**src/rtl/mac_operand_sign_block_pkg.sv**
```systemverilog
// mac_operand_sign_block_pkg: lane-mode and cfg field encodings shared by the MAC front end and negator
package mac_operand_sign_block_pkg;
  typedef enum logic [1:0] {LM_SINGLE = 2'b00, LM_DUAL = 2'b01, LM_QUAD = 2'b10} lane_mode_e;
  localparam int CFG_SIGNED = 3;
  localparam int CFG_MAC = 2;
  function automatic lane_mode_e decode_mode(input logic [1:0] m);
    return m == 2'b10 ? LM_QUAD : m == 2'b01 ? LM_DUAL : LM_SINGLE;
  endfunction
endpackage

```
**src/rtl/n_bit_cla_adder.sv**
```systemverilog
// n_bit_cla_adder: N-bit carry-lookahead adder with carry in/out
module n_bit_cla_adder #(
  parameter int N = 8
) (
  input  logic [N-1:0] a_i,
  input  logic [N-1:0] b_i,
  input  logic         c_i,
  output logic [N-1:0] s_o,
  output logic         c_o
);
  logic [N-1:0] g, p;
  logic [N:0] c;
  always_comb begin
    g = a_i & b_i;
    p = a_i ^ b_i;
    c[0] = c_i;
    for (int k = 0; k < N; k++) c[k+1] = g[k] | (p[k] & c[k]);
  end
  assign s_o = p ^ c[N-1:0];
  assign c_o = c[N];
endmodule

```
**src/rtl/mac_operand_sign_block.sv**
```systemverilog
// mac_operand_sign_block: signed operands to per-lane magnitudes plus negative-product flags, 2-entry skid queue
module mac_operand_sign_block
  import mac_operand_sign_block_pkg::*;
#(
  parameter int MAC_CONF_WIDTH = 4,
  parameter int MAC_MIN_WIDTH  = 8,
  parameter int MAC_OP_WIDTH   = 4*MAC_MIN_WIDTH
) (
  input  logic                      clk,
  input  logic                      rst,
  input  logic                      en,
  input  logic [MAC_CONF_WIDTH-1:0] cfg,
  input  logic [MAC_OP_WIDTH-1:0]   A_in,
  input  logic [MAC_OP_WIDTH-1:0]   B_in,
  input  logic                      in_valid,
  output logic                      in_ready,
  output logic [MAC_OP_WIDTH-1:0]   A_mag,
  output logic [MAC_OP_WIDTH-1:0]   B_mag,
  output logic                      C0_neg,
  output logic                      C1_neg,
  output logic                      C2_neg,
  output logic                      C3_neg,
  output logic [MAC_CONF_WIDTH-1:0] cfg_out,
  output logic                      out_valid,
  input  logic                      out_ready
);
  localparam int L = MAC_MIN_WIDTH;
  localparam int W = 2*MAC_OP_WIDTH + 4 + MAC_CONF_WIDTH;
  lane_mode_e mode;
  logic [3:1] link;
  logic [3:0] negs;
  logic [MAC_OP_WIDTH-1:0] a_m, b_m;
  assign mode = decode_mode(cfg[1:0]);
  assign link = {mode != LM_SINGLE, mode == LM_QUAD, mode != LM_SINGLE};
  // every lane always computes ~x + cin; the carry chain makes a multi-lane segment a full two's complement
  for (genvar i = 0; i < 4; i++) begin : g_lane
    logic ca, cb, coa, cob, sa, sb;
    logic [L-1:0] xa, xb, na, nb;
    assign xa = A_in[i*L +: L];
    assign xb = B_in[i*L +: L];
    if (i == 0) begin : g_head
      assign ca = 1'b1;
      assign cb = 1'b1;
    end else begin : g_link
      assign ca = link[i] ? g_lane[i-1].coa : 1'b1;
      assign cb = link[i] ? g_lane[i-1].cob : 1'b1;
    end
    n_bit_cla_adder #(.N(L)) u_a (.a_i(~xa), .b_i('0), .c_i(ca), .s_o(na), .c_o(coa));
    n_bit_cla_adder #(.N(L)) u_b (.a_i(~xb), .b_i('0), .c_i(cb), .s_o(nb), .c_o(cob));
    assign sa = mode == LM_QUAD ? A_in[MAC_OP_WIDTH-1] : mode == LM_DUAL ? A_in[(i/2)*2*L+2*L-1] : A_in[i*L+L-1];
    assign sb = mode == LM_QUAD ? B_in[MAC_OP_WIDTH-1] : mode == LM_DUAL ? B_in[(i/2)*2*L+2*L-1] : B_in[i*L+L-1];
    assign a_m[i*L +: L] = cfg[CFG_SIGNED] & sa ? na : xa;
    assign b_m[i*L +: L] = cfg[CFG_SIGNED] & sb ? nb : xb;
    assign negs[i] = cfg[CFG_SIGNED] & (mode == LM_SINGLE | i == 3 | (mode == LM_DUAL & i == 1)) & (sa ^ sb);
  end
  logic [W-1:0] mem_q [2];
  logic wp_q, rp_q, push, pop;
  logic [1:0] cnt_q, cnt_d;
  assign in_ready = cnt_q != 2'd2 & ~rst;
  assign out_valid = cnt_q != 2'd0;
  assign push = en & in_valid & in_ready;
  assign pop = en & out_valid & out_ready;
  assign cnt_d = cnt_q + 2'(push) - 2'(pop);
  assign {A_mag, B_mag, C3_neg, C2_neg, C1_neg, C0_neg, cfg_out} = mem_q[rp_q];
  always_ff @(posedge clk) begin
    if (rst) begin
      mem_q <= '{default: '0};
      wp_q <= 1'b0;
      rp_q <= 1'b0;
      cnt_q <= 2'd0;
    end else begin
      if (push) mem_q[wp_q] <= {a_m, b_m, negs, cfg};
      wp_q <= wp_q ^ push;
      rp_q <= rp_q ^ pop;
      cnt_q <= cnt_d;
    end
  end
endmodule

```
**config.mk**
```make
export PLATFORM = sky130hd
export DESIGN_NAME = mac_operand_sign_block
export DESIGN_NICKNAME = d
export VERILOG_FILES = /design/src/rtl/mac_operand_sign_block_pkg.sv /design/src/rtl/n_bit_cla_adder.sv /design/src/rtl/mac_operand_sign_block.sv
export SDC_FILE = /design/constraint.sdc
export NUM_CORES = 1
export LEC_CHECK = 0
export BUFFER_PORTS_ARGS = -buffer_cell sky130_fd_sc_hd__buf_2
export CAP_MARGIN = 30
export CELL_PAD_IN_SITES_DETAIL_PLACEMENT = 0
export CELL_PAD_IN_SITES_GLOBAL_PLACEMENT = 2
export CORE_UTILIZATION = 35
export CTS_BUF_LIST = sky130_fd_sc_hd__clkbuf_4 sky130_fd_sc_hd__clkbuf_8 sky130_fd_sc_hd__clkbuf_16
export DETAILED_ROUTE_END_ITERATION = 8
export HOLD_SLACK_MARGIN = 0.08
export MAX_ROUTING_LAYER = met4
export PLACE_DENSITY_LB_ADDON = 0.1
export SKIP_CTS_REPAIR_TIMING = 1
export SYNTH_ARGS = -nofsm -noshare
export SYNTH_HDL_FRONTEND = slang
export SYNTH_HIERARCHICAL = 1
export SYNTH_SLANG_ARGS = --single-unit
```
**constraint.sdc**
```tcl
create_clock -name clk -period 18.8 [get_ports clk]
set_clock_uncertainty 0.15 [all_clocks]
set_input_delay 3.76 -clock clk [delete_from_list [all_inputs] [get_ports clk]]
set_output_delay 3.76 -clock clk [all_outputs]
set_load 0.02 [all_outputs]
```
==> flow_metrics.py, run 1 <==
metrics = {
    "global_route": {
        "grt_util_all_layers": 0.176,
        "grt_pass1_vias": 6429,
        "grt_max_degree": 87,
        "antenna_found_initial": 0,
        "grt.overflow.total": 0,
        "grt_pass1_wl_um": 34200,
    },
    "yosys": {
        "synthCells": 920,
        "syn-cell-area_sq_mm": 0.00870,
        "syn_area_per_cell_sq_um": 9.45,
        "yosysWarnings": 6,
    },
    "outcome": {
        "outcome": "finished clean",
    },
    "route": {
        "firstDrtPassIters": 5,
        "drc_errors": 0,
        "route.vias.total": 6405,
        "drt_iter0_drc": 255,
        "wl_per_cell_um": 14.4,
        "vias_per_cell": 4.48,
        "wirelength_um": 20600,
        "ant_nets": 0,
    },
    "sta": {
        "maxSlewViolCount": 0,
        "fmax_mhz": 60.2,
        "tightest_slew_ps": 994,
        "hold_viol": 0,
        "period_minus_slack_ps": 16620,
        "fin_setup_tns_ps": 0,
        "finalSetupViolations": 0,
        "post-route-period-util": 0.884,
        "rsz0062_at_grt": "false",
        "layout_setup_ws_ps": 2180,
        "maxSlewHeadroom": 0.337,
    },
    "min_path": {
        "hold_path.class": "register to register",
        "hp-start": "mem_q[7]",
        "hold-path-cell-count": 2,
    },
    "cts": {
        "cts_inserted_buffers": 17,
        "tritoncts_num_sinks": 148,
        "clk_pin_slew_ps": 70,
        "cts.path.max_buffers": 2,
        "cts_max_level": 4,
        "cts_tree": "yes",
        "cts-root-buf": "clkbuf_16",
        "clk_latency_ps": 420,
    },
    "final_layout": {
        "nets": 1236,
        "fin_area_sq_mm": 0.0105,
        "layout_commonest_cell": "inv_1",
        "area_growth_pct": 21.2,
        "layout_common_cells": "153 x inv_1, 147 x dfxtp_1, 145 x buf_2, 142 x nor2_1, 124 x a211oi_1",
        "drive_gt1_frac": 0.249,
        "multi_input_area_sq_mm": 0.00517,
        "fillers": 2483,
        "area.sequential_sq_mm": 0.00297,
        "insertedDiodeCount": 0,
    },
    "worst_setup_path": {
        "path_class": "input port to register",
        "crit_top_cell": "fa_1",
        "crit_arrival_ps": 16810,
        "cp-start-kind": "input port",
        "crit_slowest_cell": "fa_1",
        "worstPathRequired_ps": 18990,
        "r2r_slack_ps": 15840,
        "reg2reg_depth": 7,
        "rr_startpoint": "cnt_q[0]",
        "endpoint_kind": "register",
        "cp_slowest_stage_delay_ps": 430,
        "crit_start": "B_in[0]",
        "cp_max_fo": 2,
    },
    "floorplan": {
        "io-pin-count": 147,
        "die_x_um": 160,
        "floorplan.initialDensity": 0.358,
        "placementRows": 57,
        "die_y_um": 160,
        "dieArea_sq_mm": 0.0255,
        "core_sq_mm": 0.0243,
    },
    "place": {
        "dp_slack_ps": 1700,
        "hpwl_um": 14000,
        "gp_congestion": 0.688,
        "portBuffers": 146,
        "place_area_sq_mm": 0.00993,
    },
    "flow_run": {
        "drv_cap": 0,
    },
    "pwr": {
        "power_density_mw_per_mm2": 80.7,
        "p_leak_nw": 4.89,
        "vdd_ir_drop_max_v": 0.0000552,
    },
}
[worst max-delay path: cells and delay by family]
family                   cells  cell delay, ps
AO/OA/AOI/OAI                1             180
AND/OR/NAND/NOR              4             780
multiplexers                 1             100
adder cells (fa/ha/maj)     32           10880
buffers and inverters       19            1080
[through the flow]
stage	utilization	hold WS [ps]	instances	total power [mW]
CTS	0.434	325	1430	0.867
global placement	0.407	310	1396	0.502
floorplan	-	297	984	0.456
global route	0.434	342	1430	0.900
detailed placement	0.408	313	1398	0.504
finish	0.434	321	1430	0.851
[layout make-up]
cell class	instances	share of cell area
Clock buffer	21	0.0432
Clock inverter	11	0.0146
Inverter	153	0.0545
Multi-Input combinational cell	620	0.490
Sequential cell	148	0.281
Tap cell	324	0.0384
Timing Repair Buffer	153	0.0776
[sequential cells by signal, summed over array words and instances (netlist names)]
| name | flops |
|---|---|
| mem_q | 144 |
| cnt_q | 2 |
| rp_q | 1 |
| wp_q | 1 |
[worst paths after layout]
kind,end
setup / recovery,mem_q[39]
hold / removal,mem_q[7]
setup reg to reg,mem_q[39]
hold reg to reg,mem_q[7]
[where the power goes]
| group | internal (mW) | switching, mW | total, mW |
|---|---|---|---|
| sequential | 0.326 | 0.00587 | 0.331 |
| clock | 0.216 | 0.140 | 0.356 |
| combinational | 0.0671 | 0.0960 | 0.163 |
| total | 0.608 | 0.242 | 0.851 |
[per-layer routing]
metal  track usage  vias up  wire [um]
met5             -        -          0
met4        0.0472        0        196
met3        0.0335       11        665
met2         0.274      103       9560
met1         0.232     2982      10200
li1              -     3309          -
Note: power is estimated with default switching activity, not from simulation.
==> run 2, diff against run 1 <==
- BUFFER_PORTS_ARGS: -buffer_cell sky130_fd_sc_hd__buf_2 -> -buffer_cell sky130_fd_sc_hd__clkbuf_2
- PLACE_DENSITY: default -> 0.88
- PLACE_DENSITY_LB_ADDON: 0.1 -> default
==> flow_metrics.py, run 2 (synthesized netlist as in run 1, its figures left out) <==
metrics = {
    "sta": {
        "tightest_slew_ps": 851,
        "fmax_mhz": 60.0,
        "maxSlewHeadroom": 0.433,
        "maxSlewViolCount": 0,
        "hold_viol": 0,
        "fin_setup_tns_ps": 0,
        "finalSetupViolations": 0,
        "fin_hold_ws_ps": 319,
        "period_minus_slack_ps": 16650,
        "post-route-period-util": 0.886,
        "rsz0062_at_grt": "false",
    },
    "floorplan": {
        "floorplan.initialDensity": 0.358,
        "io-pin-count": 147,
        "core_sq_mm": 0.0243,
        "dieArea_sq_mm": 0.0255,
        "die_y_um": 160,
        "die_x_um": 160,
        "placementRows": 57,
    },
    "global_route": {
        "grt_max_degree": 79,
        "use_met3": 0.0390,
        "antenna_found_initial": 1,
        "grt.busiest_layer": "met2",
        "grt_util_all_layers": 0.172,
        "grt_pass1_wl_um": 33900,
        "grt_use_met2": 0.279,
        "grt.overflow.total": 0,
        "use_met1": 0.219,
        "grt_pass1_vias": 6573,
    },
    "final_layout": {
        "drive_gt1_frac": 0.247,
        "largest_reg_flops": 144,
        "layout_commonest_cell": "inv_1",
        "largest_register": "mem_q",
        "layout_common_cells": "153 x inv_1, 147 x dfxtp_1, 145 x clkbuf_2, 142 x nor2_1, 124 x a211oi_1",
        "fillers": 2442,
        "fin_area_sq_mm": 0.0105,
        "fin_util": 0.433,
        "multi_input_area_sq_mm": 0.00517,
        "nets": 1234,
        "reg_top3": "mem_q: 144 flops, cnt_q: 2 flops",
        "area.sequential_sq_mm": 0.00297,
        "area_growth_pct": 21.0,
    },
    "place": {
        "portBuffers": 146,
        "place_area_sq_mm": 0.00991,
        "gp_congestion": 0.704,
        "hpwl_um": 13700,
    },
    "pwr": {
        "power_density_mw_per_mm2": 80.5,
        "clkPwrFrac": 0.419,
        "vdd_ir_drop_max_v": 0.0000463,
        "swShare": 0.281,
        "seq_power_share": 0.393,
        "p_sw_mw": 0.238,
        "p_leak_nw": 4.85,
        "total_power_mw": 0.847,
        "comb_power_share": 0.187,
        "internal_power_mw": 0.609,
    },
    "worst_setup_path": {
        "crit_slowest_cell": "fa_1",
        "worstPathRequired_ps": 18990,
        "r2r_slack_ps": 15870,
        "cp_slowest_stage_delay_ps": 420,
        "endpoint_kind": "register",
        "cp-start-kind": "input port",
        "crit_arrival_ps": 16850,
        "crit_top_cell": "fa_1",
        "cp_max_fo": 2,
        "r2r_end": "mem_q[111]",
        "reg2reg_depth": 7,
        "rr_startpoint": "cnt_q[0]",
        "path_class": "input port to register",
    },
    "min_path": {
        "hold_path.class": "register to register",
        "hp-start": "mem_q[7]",
        "hold-path-cell-count": 2,
        "min_to": "mem_q[7]",
    },
    "outcome": {
        "outcome": "finished clean",
    },
    "route": {
        "vias_per_cell": 4.59,
        "wl_per_cell_um": 13.8,
        "wirelength_um": 19800,
        "ant_nets": 0,
        "drc_errors": 0,
        "drt_iter0_drc": 247,
        "firstDrtPassIters": 4,
        "route.vias.total": 6559,
    },
    "cts": {
        "cts_tree": "yes",
        "cts_inserted_buffers": 17,
        "tritoncts_num_sinks": 148,
        "cts-root-buf": "clkbuf_16",
        "cts.path.max_buffers": 2,
        "cts_max_level": 4,
        "clk_pin_slew_ps": 60,
        "clk_latency_ps": 410,
    },
    "flow_run": {
        "drv_cap": 0,
    },
}
## run 2: cell count changes in the layout (fill, tap and decap cells not counted)
cell and delta:
buf_4 -1, clkinv_2 +2, buf_2 -145, clkbuf_8 +1
inv_6 +1, clkbuf_4 -1, diode_2 +1, buf_12 -1
clkinvlp_4 -3, clkbuf_2 +145
## run 2: area by class of cell
cell class | count | area share
timing repair buffer | 151 | 0.0752
inverter | 153 | 0.0546
clock inverter | 11 | 0.0143
sequential | 148 | 0.282
antenna | 1 | 0.000238
tap | 324 | 0.0385
multi-input combinational | 620 | 0.491
clock buffer | 21 | 0.0439
## run 2: worst max-delay path by stage
stage,start,to,cells after the start
3_5_place_dp,B_in[0],mem_q[111],57
2_1_floorplan,B_in[0],mem_q[111],56
3_3_place_gp,B_in[0],mem_q[39],57
4_1_cts,B_in[0],mem_q[111],57
6_report,B_in[0],mem_q[111],57
5_1_grt,B_in[0],mem_q[111],57
## run 2: worst max-delay path, delay by kind of cell
kind	cells	cell delay, ps
AOI/OAI and AO/OA	1	180
adders and majority gates	32	10880
buffers and inverters	19	1130
muxes	1	100
and+or+nand+nor	4	770
## run 2: per-stage QoR
stage	worst slack, ps	std cells
2_1_floorplan	2610	984
3_3_place_gp	1810	1395
3_5_place_dp	1660	1396
4_1_cts	2040	1428
5_1_grt	1480	1429
6_report	2150	1429
## run 2: per-layer routing
layer  wire length [um]  share of wire
met5                  0              0
met1               9330           0.47
met3                984          0.050
met4                133         0.0067
met2               9310           0.47
## run 2: power groups by stage
stage / registers, mW / logic [mW] / clock network, mW
2_1_floorplan: 0.337 / 0.119 / 0
3_3_place_gp: 0.340 / 0.158 / 0
3_5_place_dp: 0.340 / 0.161 / 0
4_1_cts: 0.333 / 0.162 / 0.367
5_1_grt: 0.335 / 0.182 / 0.383
6_report: 0.333 / 0.159 / 0.355
